File: src/rtl/bcd_conv_arbiter_if.sv
// Bundle of the requester-side and converter-side signals of bcd_conv_arbiter.
// The master modport is the arbiter's view; the slave modport is the view of
// the surrounding system (requesters plus the converter).
interface bcd_conv_arbiter_if #(
    parameter int N_REQ = 4
);
    localparam int ID_W = (N_REQ > 1) ? $clog2(N_REQ) : 1;

    // requester side
    logic [N_REQ-1:0]   req;
    logic [8*N_REQ-1:0] val;
    logic [N_REQ-1:0]   ack;
    logic [3:0]         res_hundreds;
    logic [3:0]         res_tens;
    logic [3:0]         res_ones;
    logic [ID_W-1:0]    res_id;
    logic               busy;
    logic               err;

    // converter side
    logic               cv_start;
    logic [7:0]         cv_in;
    logic [3:0]         cv_hundreds;
    logic [3:0]         cv_tens;
    logic [3:0]         cv_ones;
    logic               cv_done;

    modport master (
        input  req, val, cv_hundreds, cv_tens, cv_ones, cv_done,
        output ack, res_hundreds, res_tens, res_ones, res_id, busy, err,
               cv_start, cv_in
    );

    modport slave (
        output req, val, cv_hundreds, cv_tens, cv_ones, cv_done,
        input  ack, res_hundreds, res_tens, res_ones, res_id, busy, err,
               cv_start, cv_in
    );
endinterface

File: src/rtl/bcd_conv_arbiter.sv
// Round-robin arbiter that shares one binary-to-BCD converter between N_REQ
// producers. Drives the converter's level start/done handshake, returns the
// digits with a one-cycle one-hot ack, and aborts a stalled conversion after
// TIMEOUT cycles with a one-cycle err pulse.
module bcd_conv_arbiter #(
    parameter int N_REQ   = 4,
    parameter int TIMEOUT = 64
) (
    input  logic              clk,
    input  logic              nrst,
    bcd_conv_arbiter_if.master bus
);
    localparam int ID_W  = (N_REQ > 1) ? $clog2(N_REQ) : 1;
    localparam int TMO_W = $clog2(TIMEOUT) + 1;
    localparam logic [TMO_W-1:0] TMO_LAST = TMO_W'(TIMEOUT - 1);

    typedef enum logic [1:0] {IDLE, WAIT_DONE, RELEASE} state_t;

    state_t             state_q, state_d;
    logic [ID_W-1:0]    ptr_q, ptr_d;
    logic [ID_W-1:0]    gnt_q, gnt_d;
    logic [TMO_W-1:0]   tmo_q, tmo_d;
    logic               cv_start_q, cv_start_d;
    logic [7:0]         cv_in_q, cv_in_d;
    logic [N_REQ-1:0]   ack_q, ack_d;
    logic               err_q, err_d;
    logic               busy_q, busy_d;
    logic [3:0]         res_h_q, res_h_d;
    logic [3:0]         res_t_q, res_t_d;
    logic [3:0]         res_o_q, res_o_d;
    logic [ID_W-1:0]    res_id_q, res_id_d;

    logic               found;
    logic [ID_W-1:0]    pick;
    logic [7:0]         pick_val;
    logic [N_REQ-1:0]   rot;

    // requester index following g, wrapping at N_REQ (N_REQ need not be a power of two)
    function automatic logic [ID_W-1:0] next_id(input logic [ID_W-1:0] g);
        if (int'(g) >= N_REQ - 1) return '0;
        return g + ID_W'(1);
    endfunction

    // round-robin search: rotate req so ptr sits at bit 0, take the lowest set bit
    always_comb begin
        int p;
        found    = 1'b0;
        pick     = '0;
        pick_val = '0;
        p        = 0;
        rot      = N_REQ'({bus.req, bus.req} >> ptr_q);
        for (int i = 0; i < N_REQ; i++) begin
            if (!found && rot[i]) begin
                found = 1'b1;
                p     = int'(ptr_q) + i;
                if (p >= N_REQ) p = p - N_REQ;
                pick  = ID_W'(p);
            end
        end
        for (int i = 0; i < N_REQ; i++) begin
            if (ID_W'(i) == pick) pick_val = bus.val[8*i +: 8];
        end
    end

    // next-state and registered-output logic of the IDLE/WAIT_DONE/RELEASE sequencer
    always_comb begin
        state_d    = state_q;
        ptr_d      = ptr_q;
        gnt_d      = gnt_q;
        tmo_d      = tmo_q;
        cv_start_d = cv_start_q;
        cv_in_d    = cv_in_q;
        ack_d      = '0;
        err_d      = 1'b0;
        res_h_d    = res_h_q;
        res_t_d    = res_t_q;
        res_o_d    = res_o_q;
        res_id_d   = res_id_q;
        case (state_q)
            IDLE: begin
                if (found) begin
                    gnt_d      = pick;
                    cv_in_d    = pick_val;
                    cv_start_d = 1'b1;
                    tmo_d      = '0;
                    state_d    = WAIT_DONE;
                end
            end
            WAIT_DONE: begin
                if (bus.cv_done) begin
                    res_h_d    = bus.cv_hundreds;
                    res_t_d    = bus.cv_tens;
                    res_o_d    = bus.cv_ones;
                    res_id_d   = gnt_q;
                    for (int i = 0; i < N_REQ; i++) ack_d[i] = (ID_W'(i) == gnt_q);
                    cv_start_d = 1'b0;
                    ptr_d      = next_id(gnt_q);
                    tmo_d      = '0;
                    state_d    = RELEASE;
                end else if (tmo_q == TMO_LAST) begin
                    cv_start_d = 1'b0;
                    err_d      = 1'b1;
                    ptr_d      = next_id(gnt_q);
                    tmo_d      = '0;
                    state_d    = RELEASE;
                end else begin
                    tmo_d = tmo_q + TMO_W'(1);
                end
            end
            RELEASE: begin
                // wait for done to drop so the next grant never sees a stale done
                if (!bus.cv_done) begin
                    state_d = IDLE;
                end else if (tmo_q == TMO_LAST) begin
                    err_d   = 1'b1;
                    tmo_d   = '0;
                    state_d = IDLE;
                end else begin
                    tmo_d = tmo_q + TMO_W'(1);
                end
            end
            default: state_d = IDLE;
        endcase
        busy_d = (state_d != IDLE);
    end

    // state and output registers, all cleared asynchronously
    always_ff @(posedge clk or negedge nrst) begin
        if (!nrst) begin
            state_q    <= IDLE;
            ptr_q      <= '0;
            gnt_q      <= '0;
            tmo_q      <= '0;
            cv_start_q <= 1'b0;
            cv_in_q    <= '0;
            ack_q      <= '0;
            err_q      <= 1'b0;
            busy_q     <= 1'b0;
            res_h_q    <= '0;
            res_t_q    <= '0;
            res_o_q    <= '0;
            res_id_q   <= '0;
        end else begin
            state_q    <= state_d;
            ptr_q      <= ptr_d;
            gnt_q      <= gnt_d;
            tmo_q      <= tmo_d;
            cv_start_q <= cv_start_d;
            cv_in_q    <= cv_in_d;
            ack_q      <= ack_d;
            err_q      <= err_d;
            busy_q     <= busy_d;
            res_h_q    <= res_h_d;
            res_t_q    <= res_t_d;
            res_o_q    <= res_o_d;
            res_id_q   <= res_id_d;
        end
    end

    assign bus.cv_start     = cv_start_q;
    assign bus.cv_in        = cv_in_q;
    assign bus.ack          = ack_q;
    assign bus.err          = err_q;
    assign bus.busy         = busy_q;
    assign bus.res_hundreds = res_h_q;
    assign bus.res_tens     = res_t_q;
    assign bus.res_ones     = res_o_q;
    assign bus.res_id       = res_id_q;
endmodule

File: src/flat_wrapper.sv
// flat-port wrapper written by rule: the top's interface ports become plain ports
module bcd_conv_arbiter_flat 
#(
    parameter int N_REQ   = 4,
    parameter int TIMEOUT = 64
)
  (clk, nrst, bus_req, bus_val, bus_cv_hundreds, bus_cv_tens, bus_cv_ones, bus_cv_done, bus_ack, bus_res_hundreds, bus_res_tens, bus_res_ones, bus_res_id, bus_busy, bus_err, bus_cv_start, bus_cv_in);
  bcd_conv_arbiter_if #(.N_REQ(N_REQ)) bus_i ();
  input  logic clk;
  input  logic nrst;
  input wire logic [$bits(bus_i.req)-1:0] bus_req;
  input wire logic [$bits(bus_i.val)-1:0] bus_val;
  input wire logic [$bits(bus_i.cv_hundreds)-1:0] bus_cv_hundreds;
  input wire logic [$bits(bus_i.cv_tens)-1:0] bus_cv_tens;
  input wire logic [$bits(bus_i.cv_ones)-1:0] bus_cv_ones;
  input wire logic [$bits(bus_i.cv_done)-1:0] bus_cv_done;
  output wire logic [$bits(bus_i.ack)-1:0] bus_ack;
  output wire logic [$bits(bus_i.res_hundreds)-1:0] bus_res_hundreds;
  output wire logic [$bits(bus_i.res_tens)-1:0] bus_res_tens;
  output wire logic [$bits(bus_i.res_ones)-1:0] bus_res_ones;
  output wire logic [$bits(bus_i.res_id)-1:0] bus_res_id;
  output wire logic [$bits(bus_i.busy)-1:0] bus_busy;
  output wire logic [$bits(bus_i.err)-1:0] bus_err;
  output wire logic [$bits(bus_i.cv_start)-1:0] bus_cv_start;
  output wire logic [$bits(bus_i.cv_in)-1:0] bus_cv_in;
  assign bus_i.req = bus_req;
  assign bus_i.val = bus_val;
  assign bus_i.cv_hundreds = bus_cv_hundreds;
  assign bus_i.cv_tens = bus_cv_tens;
  assign bus_i.cv_ones = bus_cv_ones;
  assign bus_i.cv_done = bus_cv_done;
  assign bus_ack = bus_i.ack;
  assign bus_res_hundreds = bus_i.res_hundreds;
  assign bus_res_tens = bus_i.res_tens;
  assign bus_res_ones = bus_i.res_ones;
  assign bus_res_id = bus_i.res_id;
  assign bus_busy = bus_i.busy;
  assign bus_err = bus_i.err;
  assign bus_cv_start = bus_i.cv_start;
  assign bus_cv_in = bus_i.cv_in;
  bcd_conv_arbiter #(.N_REQ(N_REQ), .TIMEOUT(TIMEOUT)) u_core (.clk(clk), .nrst(nrst), .bus(bus_i));
endmodule
File: config.mk
export PLATFORM = sky130hd
export DESIGN_NAME = bcd_conv_arbiter_flat
export DESIGN_NICKNAME = d
export VERILOG_FILES = /design/src/rtl/bcd_conv_arbiter_if.sv /design/src/rtl/bcd_conv_arbiter.sv /design/src/flat_wrapper.sv
export SDC_FILE = /design/constraint.sdc
export NUM_CORES = 1
export LEC_CHECK = 0
export CORE_ASPECT_RATIO = 2
export CORE_MARGIN = 3
export CORE_UTILIZATION = 44
export DETAILED_ROUTE_END_ITERATION = 10
export PLACE_DENSITY_LB_ADDON = 0.25
export SLEW_MARGIN = 20
export SYNTH_ARGS = -nofsm -noshare
export SYNTH_HDL_FRONTEND = slang
export SYNTH_SLANG_ARGS = --single-unit
File: constraint.sdc
create_clock -name clk -period 2.1 [get_ports clk]
set_input_delay 0.21 -clock clk [delete_from_list [all_inputs] [get_ports clk]]
set_output_delay 0.21 -clock clk [all_outputs]
set_load 0.005 [all_outputs]
==> impl_metrics.py <==
metrics = {
    "status": {
        "outcome": "completed",
    },
    "cts": {
        "postCtsSetupRepairBufs": 0,
        "cts_tree": "built",
        "cts.clk_slew.worst_paths_ps": 80,
        "cts_made_buffers": 5,
        "cts_root_buf": "clkbuf_8",
        "clock_path_buffers": 2,
        "insertion_delay_ps": 290,
        "htree_levels": 2,
        "clkSinkCount": 42,
    },
    "floorplanning": {
        "die_h_um": 104,
        "die_x_um": 54.8,
        "core.rowCount": 34,
        "die-area_mm2": 0.00567,
        "coreArea_mm2": 0.00447,
        "initial_core_util": 0.469,
        "ios": 80,
    },
    "sta": {
        "finalSetupViolations": 0,
        "slew_viol_final": 0,
        "rsz0062_at_grt": "no",
        "fmax_mhz": 512,
        "fin_crit_ps": 1950,
        "holdWs_ps": 409,
        "clock_skew_ps": 8.96,
        "tns_ps": 0,
        "finalHoldViolCount": 0,
        "tightest_slew_ps": 558,
        "slew_headroom": 0.627,
        "fin_crit_sh": 0.930,
    },
    "placed_design": {
        "detailed_place_hpwl_um": 3870,
        "globalplace.congestion": 0.772,
        "portBuffers": 79,
    },
    "critical_path": {
        "end_kind": "flip-flop",
        "crit_start": "u_core.state_q[0]",
        "endpoint": "u_core.tmo_q[5]",
        "r2r_slack_ps": 150,
        "cp-start-kind": "flip-flop",
        "r2r-start": "u_core.state_q[0]",
        "regToRegEndpoint": "u_core.tmo_q[5]",
        "crit_type": "flip-flop to flip-flop",
        "ff2ff_path_depth": 5,
        "crit_path_max_fanout": 7,
        "crit_arrival_ps": 2150,
        "required_ps": 2300,
    },
    "yosys": {
        "synth_cells": 182,
        "syn-num-nets": 242,
        "seq_area_frac_synth": 0.502,
        "yosys_warnings": 0,
        "syn_area_per_cell_um2": 11.5,
        "ys_ff_latch": 42,
        "syn-cell-area_mm2": 0.00209,
        "synth.distinct_cells": 42,
    },
    "detailed_routing": {
        "wire_per_inst_um": 14.8,
        "drc": 0,
        "vias_per_cell": 5.34,
        "drt-total-wl_um": 4820,
        "drt-initial-drc-count": 18,
        "vias": 1736,
        "first_pass_iters": 4,
        "ant_nets": 0,
    },
    "layout": {
        "nets": 330,
        "register_area_mm2": 0.00105,
        "num-fill-cells": 347,
        "num_antenna_cells": 0,
        "multi_input_area_um2": 973,
        "final_layout_size_suffix_gt1_frac": 0.137,
        "area_delta_synth_final_pct": 48.8,
        "utilization": 0.698,
    },
    "power_and_ir_drop": {
        "peakVddDrop_mv": 0.667,
        "p_leak_nw": 1.40,
        "power_density_mw_per_mm2": 1210,
    },
    "grt": {
        "grt_pass1_vias": 1864,
        "antenna_found_initial": 0,
        "grt_use_total": 0.191,
        "grt_remaining_overflow": 0,
        "grt_max_degree": 43,
        "grt_pass1_wl_um": 8220,
    },
    "min_path": {
        "hp-class": "input port to asynchronous set/reset pin",
    },
    "run": {
        "drv_cap": 0,
    },
}
## placed cells by master (no fill, tap or decap), types with 2 or more instances in the layout
| cell type | n |
|---|---|
| nor2_1 | 2 |
| dfrtp_1 | 42 |
| a21oi_1 | 5 |
| and3_1 | 6 |
| nand3b_1 | 2 |
| a21o_1 | 2 |
| clkbuf_8 | 5 |
| buf_4 | 7 |
| ha_1 | 9 |
| nand2_1 | 20 |
| mux2i_1 | 17 |
| clkdlybuf4s50_1 | 78 |
| buf_12 | 2 |
| o21ai_0 | 6 |
| inv_1 | 7 |
| o221ai_1 | 8 |
| or2_1 | 2 |
| a22o_1 | 2 |
| o21ai_1 | 6 |
| clkbuf_1 | 2 |
| mux2_2 | 13 |
| nand3_1 | 3 |
## cell usage after synthesis, drive strengths merged
cell type,count,area [um2]
a311oi,1,8.76
o21a,1,7.51
nor2b,1,6.26
mux2i,17,170
or4,1,7.51
o2bb2a,1,10.0
a22o,2,17.5
and3,6,37.5
ha,9,113
nand2,20,75.1
or2,2,12.5
nand2b,1,6.26
a31oi,1,6.26
o31ai,2,20.0
nor4,2,18.8
nand3b,2,15.0
inv,8,30.0
a21o,2,15.0
nand3,3,15.0
buf,5,42.5
nor3,3,20.0
or3,1,11.3
o21bai,1,7.51
a21oi,5,25.0
clkbuf,3,12.5
nor3b,1,7.51
mux2,14,158
dfrtp,42,1050
a221o,1,10.0
a221oi,1,15.0
o221ai,8,70.1
nor2,2,7.51
o21ai,13,65.1
## cell families after synthesis
family,count (synthesis),synth area share
mux,31,0.157
flops,42,0.502
buf+inv,16,0.0406
fa+ha+maj,9,0.0538
simple gates,45,0.115
compound gates,39,0.133
## how the worst min path moves through the flow
stage | cells after the start | endpoint | from | slack [ps]
after floorplan | 0 | u_core.bus.ack[0] | nrst | -90
after global placement | 2 | u_core.tmo_q[0] | nrst | 200
after detailed placement | 2 | u_core.tmo_q[0] | nrst | 200
after CTS | 3 | u_core.gnt_q[0] | nrst | 420
after global routing | 3 | u_core.tmo_q[0] | nrst | 450
final | 3 | u_core.tmo_q[0] | nrst | 410
## critical path, stage by stage, from the launching register on
cell	delay [ps]
dfrtp_1	440
inv_1	90
ha_1	290
a221o_1	460
or3_4	410
o31ai_2	190
## what timing repair did
item,CTS,global route
gates resized for setup,0,3
endpoints found under the hold margin,42,0
endpoints found under the setup margin,0,2
hold buffers,1,0
## registers in the layout, summed over array words and instances (netlist names), 4 cells and up
| name | flops |
|---|---|
| u_core.bus.cv_in | 8 |
| u_core.bus.ack | 4 |
| u_core.bus.res_tens | 4 |
| u_core.tmo_q | 7 |
| u_core.bus.res_ones | 4 |
| u_core.bus.res_hundreds | 4 |
## area by class of cell
type | instances | share of cell area
timing repair buffer | 89 | 0.285
inverter | 8 | 0.00963
sequential | 42 | 0.337
multi-input combinational | 124 | 0.312
tap | 54 | 0.0217
clock inverter | 1 | 0.00963
clock buffer | 7 | 0.0245
## through the flow
| stage | cells | worst slack [ps] | power [mW] | area, um2 |
|---|---|---|---|---|
| finish | 325 | 147 | 3.76 | 3120 |
| global route | 325 | 34.0 | 4.03 | 3120 |
| CTS | 325 | 102 | 3.79 | 3100 |
| detailed placement | 316 | 19.3 | 3.15 | 2990 |
| global placement | 316 | 43.4 | 3.10 | 2990 |
| floorplan | 182 | 330 | 2.27 | 2090 |
## routing by layer
metal  up-vias  wire (um)  global-route usage
li1        835          -                   -
met1       821       1660               0.201
met2        67       2800               0.338
met3        13        237              0.0431
met4         0        131              0.0766
met5         -          0                   0
## power breakdown
group	switching (mW)	leakage, nW	internal (mW)
Clock	0.262	0.0524	0.356
Combinational	0.756	0.820	1.06
Sequential	0.200	0.527	1.13
(Power assumes the default switching activity.)
